<file path="config.mk">
export PLATFORM = sky130hd
export DESIGN_NAME = fd_pipe_exc
export DESIGN_NICKNAME = d
export VERILOG_FILES = /design/src/rtl/fd_pipe_exc.sv
export SDC_FILE = /design/constraint.sdc
export NUM_CORES = 1
export LEC_CHECK = 0
export ABC_AREA = 1
export ABC_CLOCK_PERIOD_IN_PS = 3100
export BUFFER_PORTS_ARGS = -buffer_cell sky130_fd_sc_hd__buf_2
export CAP_MARGIN = 20
export CELL_PAD_IN_SITES_DETAIL_PLACEMENT = 1
export CELL_PAD_IN_SITES_GLOBAL_PLACEMENT = 1
export CORE_MARGIN = 4
export CORE_UTILIZATION = 30
export CTS_CLUSTER_DIAMETER = 30
export DETAILED_ROUTE_END_ITERATION = 6
export PLACE_DENSITY_LB_ADDON = 0.05
export SETUP_SLACK_MARGIN = 0.15
export SKIP_LAST_GASP = 1
export SLEW_MARGIN = 5
export SYNTH_ARGS = -nofsm -noshare
export SYNTH_HDL_FRONTEND = slang
export SYNTH_SLANG_ARGS = --single-unit
</file>
<file path="constraint.sdc">
create_clock -name clk -period 3.1 [get_ports clk]
set_input_delay 0.155 -clock clk [delete_from_list [all_inputs] [get_ports clk]]
set_output_delay 0.155 -clock clk [all_outputs]
set_load 0.01 [all_outputs]
</file>
<file path="src/rtl/fd_pipe_exc.sv">
// F/D pipeline register for the exception-capable pipeline.
// After a faulting fetch reaches D, younger fetches become bubbles until the exception flush arrives.
module fd_pipe_exc #(
  parameter logic [31:0] RESET_PC8 = 32'h0000_3008,
  parameter logic [31:0] NOP_INSTR = 32'h0000_0000
) (
  input  logic        clk,
  input  logic        reset,
  input  logic [31:0] instrF,
  input  logic [31:0] pc8F,
  input  logic [31:0] causeF,
  input  logic        stall,
  input  logic        excflush,
  output logic [31:0] instrD,
  output logic [31:0] pc8D,
  output logic [31:0] causeD,
  output logic        validD,
  output logic        excD,
  output logic        pendD
);

  localparam logic [0:0] RUN  = 1'b0;
  localparam logic [0:0] PEND = 1'b1;

  logic [0:0]  r_state;
  logic [31:0] r_instr;
  logic [31:0] r_pc8;
  logic [31:0] r_cause;
  logic        r_valid;
  logic        r_exc;
  logic        w_fault;

  assign w_fault = (causeF[6:2] != 5'd0);

  // Priority is reset > excflush > stall > capture. A faulting fetch keeps validD
  // so M still sees the ExcCode and BD, but its instruction word is never decoded.
  always_ff @(posedge clk) begin
    if (reset) begin
      r_state <= RUN;
      r_instr <= NOP_INSTR;
      r_pc8   <= RESET_PC8;
      r_cause <= 32'd0;
      r_valid <= 1'b0;
      r_exc   <= 1'b0;
    end else if (excflush) begin
      r_state <= RUN;
      r_instr <= NOP_INSTR;
      r_pc8   <= pc8F;
      r_cause <= 32'd0;
      r_valid <= 1'b0;
      r_exc   <= 1'b0;
    end else if (!stall) begin
      r_pc8 <= pc8F;
      if (r_state == RUN) begin
        r_instr <= w_fault ? NOP_INSTR : instrF;
        r_cause <= causeF;
        r_valid <= 1'b1;
        r_exc   <= w_fault;
        if (w_fault) begin
          r_state <= PEND;
        end
      end else begin
        r_instr <= NOP_INSTR;
        r_cause <= 32'd0;
        r_valid <= 1'b0;
        r_exc   <= 1'b0;
      end
    end
  end

  assign instrD = r_instr;
  assign pc8D   = r_pc8;
  assign causeD = r_cause;
  assign validD = r_valid;
  assign excD   = r_exc;
  assign pendD  = (r_state == PEND);

endmodule

</file>
# Yosys cells after proc, flatten, opt, wreduce, memory -nomap -nowiden
# Index checks and enable logic that the tools add are counted.
# word_totals
ff_bits	99
latchBits	0
ram_bits	0
rom_bits	0
inputBits	100
out_inout_bits	99
word_cells	18
memories	0
# op_classes
n_addsub	0
multipliers	0
n_div	0
order_cmp	0
eq_ne	1
shifts	0
muxes	9
bitwise	0
reduce_logical	2
# op_table
op	count
$mux 32	5
$reduce_bool 5->1	1
$mux 1	4
$ne 2x1->1 const B	1
$reduce_or 2->1	1

# Logic depth before layout (Yosys ltp)
# Gate-level depths: netlist of the first run.
# depth
word_depth	3
depth_mapped	6
ltp_nobuf	5

# Worst setup path after synthesis of the first run
# Ideal clock, no wire load.
# synth_timing
kind	flip-flop to flip-flop
start	register r_state, in the netlist pendD
end	register r_valid, in the netlist validD
setup_ps	122
arrival_ps	962
required_time_ps	2978
setup_slack_ps	2015
path_stages_with_launch	6
n_path_buf	2
synth_period_minus_slack_ps	1085
cell_sequence	dfxtp_1 -> nor2_8 -> buf_8 -> buf_6 -> a21oi_1 -> nor2_1
# synth_between
elab_chain_len	1
# synth_lines
element	line_no	source
from (decl)	25	logic [0:0] r_state;
from (signal assigned)	39	r_state <= RUN;
from (signal assigned)	46	r_state <= RUN;
from (signal assigned)	60	r_state <= PEND;
$mux 1	54	if (r_state == RUN) begin
to (signal assigned)	50	r_valid <= 1'b0;
to (signal assigned)	57	r_valid <= 1'b1;
to (signal assigned)	65	r_valid <= 1'b0;
to (decl)	29	logic r_valid;
# No other way between the ends.
# A chain may end at the register's enable or synchronous reset.

# Worst setup path after layout of the first run
# layout_timing
start	register r_state, in the netlist pendD
end	register r_instr[30], in the netlist instrD[30]
# layout_between
elab_chain_len	1
# layout_lines
element	line_no	source
$mux 32	54	
to (signal assigned)	55	r_instr <= w_fault ? NOP_INSTR : instrF;
to (decl)	26	logic [31:0] r_instr;
# No other way between the ends.

==> metrics, run 1 <==
WS Path Type=flip-flop to flip-flop; Overflow after GRT=0; Synth Area in Compound Gates=0.151; CP startpoint kind=flip-flop; TritonCTS Buffers=9; cell count after synthesis=443; ratio of cells with drive above 1 in the final layout=0.451; first-pass GRT wire length=18.7 mm; Clock Pin Slew Worst Setup and Hold Paths=0.06 ns; distinct cell type count after synthesis=20; HP Class=input pin to flip-flop; average size of a mapped cell=8.84 µm²; CTS sink cnt=99; post-route cell area=0.00520 mm²; Pint=2.14 mW; final hold viol count=0; DRT antenna net count=0; starting density of the core=0.308; Min Clock Period, post-route=1.49 ns; Die Span X=122 µm; CTS tree=built; largest net degree at the start of global routing=68; final wirelength=12.1 mm; H-tree Lvls=3; Final Cycle Share=0.480; fmax=672 MHz; outcome=complete, no violations; RSZ-0062 raised after global routing=no; PD cells=539 mW/mm²; largest family of logic cells by synthesized area=simple AND/OR/NAND/NOR gates; gpl congestion=0.724; detailed-route via count=3563; Max Root-Sink Buffers=2; Seq/Total Area, Yosys=0.506; P_sw=0.663 mW; floorplan row count=41; worst path arrival time=1.75 ns; Final Skew=0.00443 ns; drt wl/cell=15.1 µm; Yosys reg bits=99; number of global-route vias before repair=3598; max incr delay on CP=0.48 ns; Sequential Area=0.00198 mm²; Final TNS setup=0 ns; Cells after DPL=783; 1st-pass router iterations=4; Placed Area=0.00487 mm²; DR vias/cell=4.46; switching share of power=0.236; clk_lat worst skew=0.34 ns; port bufs=198; Resize count post-CTS=0; Slew @ Worst Pin=0.915 ns; Die ar.=0.0149 mm²; worst-path fanout max=40; multiplexer share of the synthesized area=0; Adder-Cell Fraction of Synth Area=0; Iteration-0 DRC Markers=128; # fillers=1607; Worst EP required=3.36 ns; Setup Fix Bufs, Post-CTS=0; Syn Nets=543; initial antenna violation count=0; post-synthesis xor/xnor area fraction=0; Net count, final=723; Slew HR=0.389; area of the multi-input gates=0.00162 mm²; Clock Power Share=0.417; Setup violations, final=0; Synth warnings=0; Min-Delay Path Depth=3; Comb pwr share=0.105; cells on worst reg2reg path=4; non-filler cells, final=799; CTS root buf=clkbuf_16; sequential group share of total power=0.477; Post-Syn Area=0.00392 mm²; I/O pin cnt=199; critical path, cell by cell=nor2_8 > buf_12 > nand3_2 > a21oi_2; Setup crit end kind=flip-flop; Die Ht=122 µm; DPL Wire Length=8.47 mm; Worst VDD drop=0.298 mV; core region area=0.0127 mm²; ANT cells=0; leakage power=2.32 nW; worst hold slack=0.0368 ns; Pwr Total=2.81 mW; Synth-to-Final Area Change=32.9%; Max Cap Violations=0; max-slew violations=0; Slowest cell on crit path=nor2_8; Hold Buf Count CTS=0; number of remaining DRC errors=0; GRT Util Overall=0.159; Synth Area in Simple Gates=0.261
-- layout make-up --
cell class              count  share of cell area
repair buffers            203               0.200
inverters                   7             0.00505
multi-input cells         303               0.312
clock buffers              14              0.0546
flip-flops and latches     99               0.381
clock inverters             1             0.00577
well taps                 172              0.0414
-- Yosys cell counts --
cell type  instances  area (µm²)
buf_2              6        30.0
nand3_1            5        25.0
a21oi_1           37         185
nand4_1            1        6.26
buf_6              9         101
buf_12             4        80.1
nor2_8             2        40.0
nor2_4             1        11.3
nand2_2            1        6.26
nand3_2           30         300
nand2_1          106         398
buf_4              3        22.5
nand2_4            1        11.3
buf_8              1        15.0
nor2_1            60         225
o21ai_0           29         145
dfxtp_1           99        1980
inv_1              7        26.3
clkbuf_1          11        41.3
a21oi_2           30         263
-- final timing paths --
kind	start	endpoint	slack [ns]
setup reg to reg	pendD	instrD[30]	1.61
hold reg to reg	pc8D[12]	pc8D[12]	0.46
hold / removal	pc8F[12]	pc8D[12]	0.04
setup / recovery	pendD	instrD[30]	1.61
-- power by group through the flow --
stage	clock, mW	combinational (mW)	sequential (mW)
global placement	0	0.295	1.37
floorplan	0	0.149	1.39
detailed placement	0	0.300	1.37
finish	1.17	0.296	1.34
CTS	1.22	0.301	1.34
global route	1.27	0.332	1.34
-- logic make-up (layout without fill, tap and decap cells) --
logic type,Yosys count,in the layout
simple gates,207,207
flops,99,99
compound gates,96,96
buf+inv,41,225
-- flip-flops by register name, indices dropped and copies added, names as in the netlist --
signal / count
pendD: 1
instrD: 32
causeD: 32
pc8D: 32
excD: 1
validD: 1
-- cells in the final DEF (no fill, tap or decap), drive strengths merged --
master	count
a21oi	67
buf	203
bufinv	1
clkbuf	14
dfxtp	99
inv	7
nand2	108
nand3	35
nand4	1
nor2	63
o21ai	29
-- metal layers --
metal | global-route usage | routed length (µm) | vias to the layer above
met5 | 0 | 0 | -
met4 | 0.0623 | 189 | 0
met3 | 0.0419 | 818 | 13
met2 | 0.266 | 5780 | 116
met1 | 0.196 | 5280 | 1640
li1 | - | - | 1794
-- critical path, delay by kind of cell, from the launching register on --
kind                   cells  cell delay, ns
and+or+nand+nor            2            0.58
DFF                        1            0.37
buffers and inverters      1            0.30
AOI/OAI and AO/OA          1            0.15
-- per-stage QoR --
step                worst slack (ns)  utilization
floorplan                       2.02            -
global placement                1.11        0.383
detailed placement              1.10        0.383
CTS                             1.36        0.407
global route                    1.45        0.409
finish                          1.61        0.409
Power figures use the tool's default switching activity.
==> inputs of run 2 (changes only) <==
Settings changed: ABC_AREA 1 to 0, ABC_CLOCK_PERIOD_IN_PS 3100 to 1450.
Clock period 3.1 ns to 1.45 ns, I/O delays scaled along.
==> run 2 against run 1 <==
Cell count up 3.1%. Largest power group unchanged. First-iteration DRC count up 41%. Wire length up 5.8%. Largest cell class unchanged. Non-clock buffer count up 93. Global-route usage up 2.3 points. Worst hold slack worse by 0.017 ns.
==> metrics, run 2 <==
outcome=complete, no violations; Placed Area=0.00470 mm²; DPL Wire Length=8.18 mm; Worst VDD drop=0.517 mV; core region area=0.0116 mm²; area leader, netlist=dfxtp_1; Synth-to-Final Area Change=62.7%; clk_lat worst skew=0.34 ns; Setup crit end kind=flip-flop; final worst slack=0.233 ns; non-filler cells, final=824; detailed-route via count=3885; Die Ht=118 µm; Setup Fix Bufs, Post-CTS=0; crit-path leading delay family=simple AND/OR/NAND/NOR gates; DR vias/cell=4.71; starting density of the core=0.312; Max Cap Violations=0; Syn Nets=509; first-pass GRT wire length=20.7 mm; WS Path Type=flip-flop to flip-flop; largest net degree at the start of global routing=66; ratio of cells with drive above 1 in the final layout=0.344; Cells after DPL=722; initial antenna violation count=0; Max Root-Sink Buffers=2; top-area cell type share of the netlist area=0.548; CP startpoint kind=flip-flop; Sequential Area=0.00198 mm²; max incr delay on CP=0.57 ns; 1st-pass router iterations=4; post-place setup slack=-0.114 ns; Die Span X=118 µm; Seq/Total Area, Yosys=0.548; CTS sink cnt=99; top-count cell post-synth=dfxtp_1; distinct cell type count after synthesis=21; Final Skew=0.00454 ns; final hold viol count=0; Overflow after GRT=0; Synth Flop Type=dfxtp_1; fmax=822 MHz; # fillers=1386; Net count, final=777; number of global-route vias before repair=4126; number of remaining DRC errors=0; drt wl/cell=15.5 µm; final wirelength=12.8 mm; area of the multi-input gates=0.00144 mm²; H-tree Lvls=3; RSZ-0062 raised after global routing=no; commonest non-fill, non-tap cell in the layout=buf_2; ANT cells=0; worst hold slack=0.0200 ns; Min Clock Period, post-route=1.22 ns; I/O pin cnt=199; Slowest cell on crit path=or3_4; Iteration-0 DRC Markers=181; worst-path fanout max=32; floorplan row count=39; Synth warnings=0; critical path, cell by cell=or3_4 > o21ai_1; Slew @ Worst Pin=0.522 ns; Die ar.=0.0139 mm²; Worst EP required=1.71 ns; CTS tree=built; HP Class=input pin to flip-flop; top post-synthesis cells by count=dfxtp_1 (99), nand2_1 (66), nor2_1 (36); Clock Pin Slew Worst Setup and Hold Paths=0.07 ns; worst path arrival time=1.48 ns; top post-synthesis cells by area=dfxtp_1 (55%), nand3b_1 (7.3%), nand2_1 (6.8%), a22oi_1 (6.6%), nand3_1 (4.4%); Yosys reg bits=99; Final Cycle Share=0.839; CTS root buf=clkbuf_16; Setup violations, final=0; Post-synth EDFFs=0; PD cells=1060 mW/mm²; cell count after synthesis=409; average size of a mapped cell=8.85 µm²; Worst Path Buf+Inv=0; max-slew violations=0; gpl congestion=0.719; TritonCTS Buffers=9; Final TNS setup=0 ns; DRT antenna net count=0; leakage power=2.69 nW; GRT Util Overall=0.182; Slew HR=0.652; port bufs=198; Post-Syn Area=0.00362 mm²; post-route cell area=0.00589 mm²; commonest cells after routing, fill and taps aside=buf_2 (198), dfxtp_1 (99), dlygate4sd3_1 (87), nand2_1 (66), nand3b_1 (35); FFs w/ async S/R, synth=0
## run 2: layer usage
| metal | GRT usage | vias to the layer above | routed length (µm) |
|---|---|---|---|
| li1 | - | 1934 | - |
| met1 | 0.212 | 1806 | 5390 |
| met2 | 0.312 | 124 | 6200 |
| met3 | 0.0553 | 21 | 853 |
| met4 | 0.0747 | 0 | 322 |
| met5 | 0 | - | 0 |
## run 2: tightest hold or removal path, cell delays in order
cell,delay (ns)
buf_2,0.10
nand3b_1,0.08
o21ai_1,0.06
## run 2: power breakdown
| part | internal [mW] | switching [mW] |
|---|---|---|
| Combinational | 0.429 | 0.390 |
| Sequential | 2.81 | 0.0443 |
| Clock | 1.54 | 1.00 |
| Total | 4.78 | 1.44 |
## run 2: logic make-up after synthesis
family,after synthesis,synth area share
flops,99,0.548
simple gates,174,0.234
buf+inv,39,0.0574
compound gates,97,0.161
## run 2: path summary, 6_finish.rpt
check          endpoint  depth (start not counted)  slack, ns  startpoint
max          instrD[10]                          2       0.23       pendD
min reg2reg    pc8D[17]                          2       0.45    pc8D[17]
max reg2reg  instrD[10]                          2       0.23       pendD
min           instrD[5]                          3       0.02   instrF[5]
## run 2: cell type report
class | count | share of cell area
clock buffer | 10 | 0.0406
timing repair buffer | 296 | 0.334
clock inverter | 5 | 0.0132
sequential | 99 | 0.337
tap | 143 | 0.0304
multi-input combinational | 271 | 0.245
## run 2: through the flow
stage	power, mW	utilization
after CTS	6.31	0.507
after global placement	3.53	0.405
after detailed placement	3.55	0.405
final	6.22	0.507
after floorplan	3.23	-
after global routing	6.53	0.507
## run 2: timing repair
action	in CTS	in global routing
endpoints found under the setup margin	0	0
gates resized for setup	0	0
endpoints found under the hold margin	87	0
hold buffers	87	0
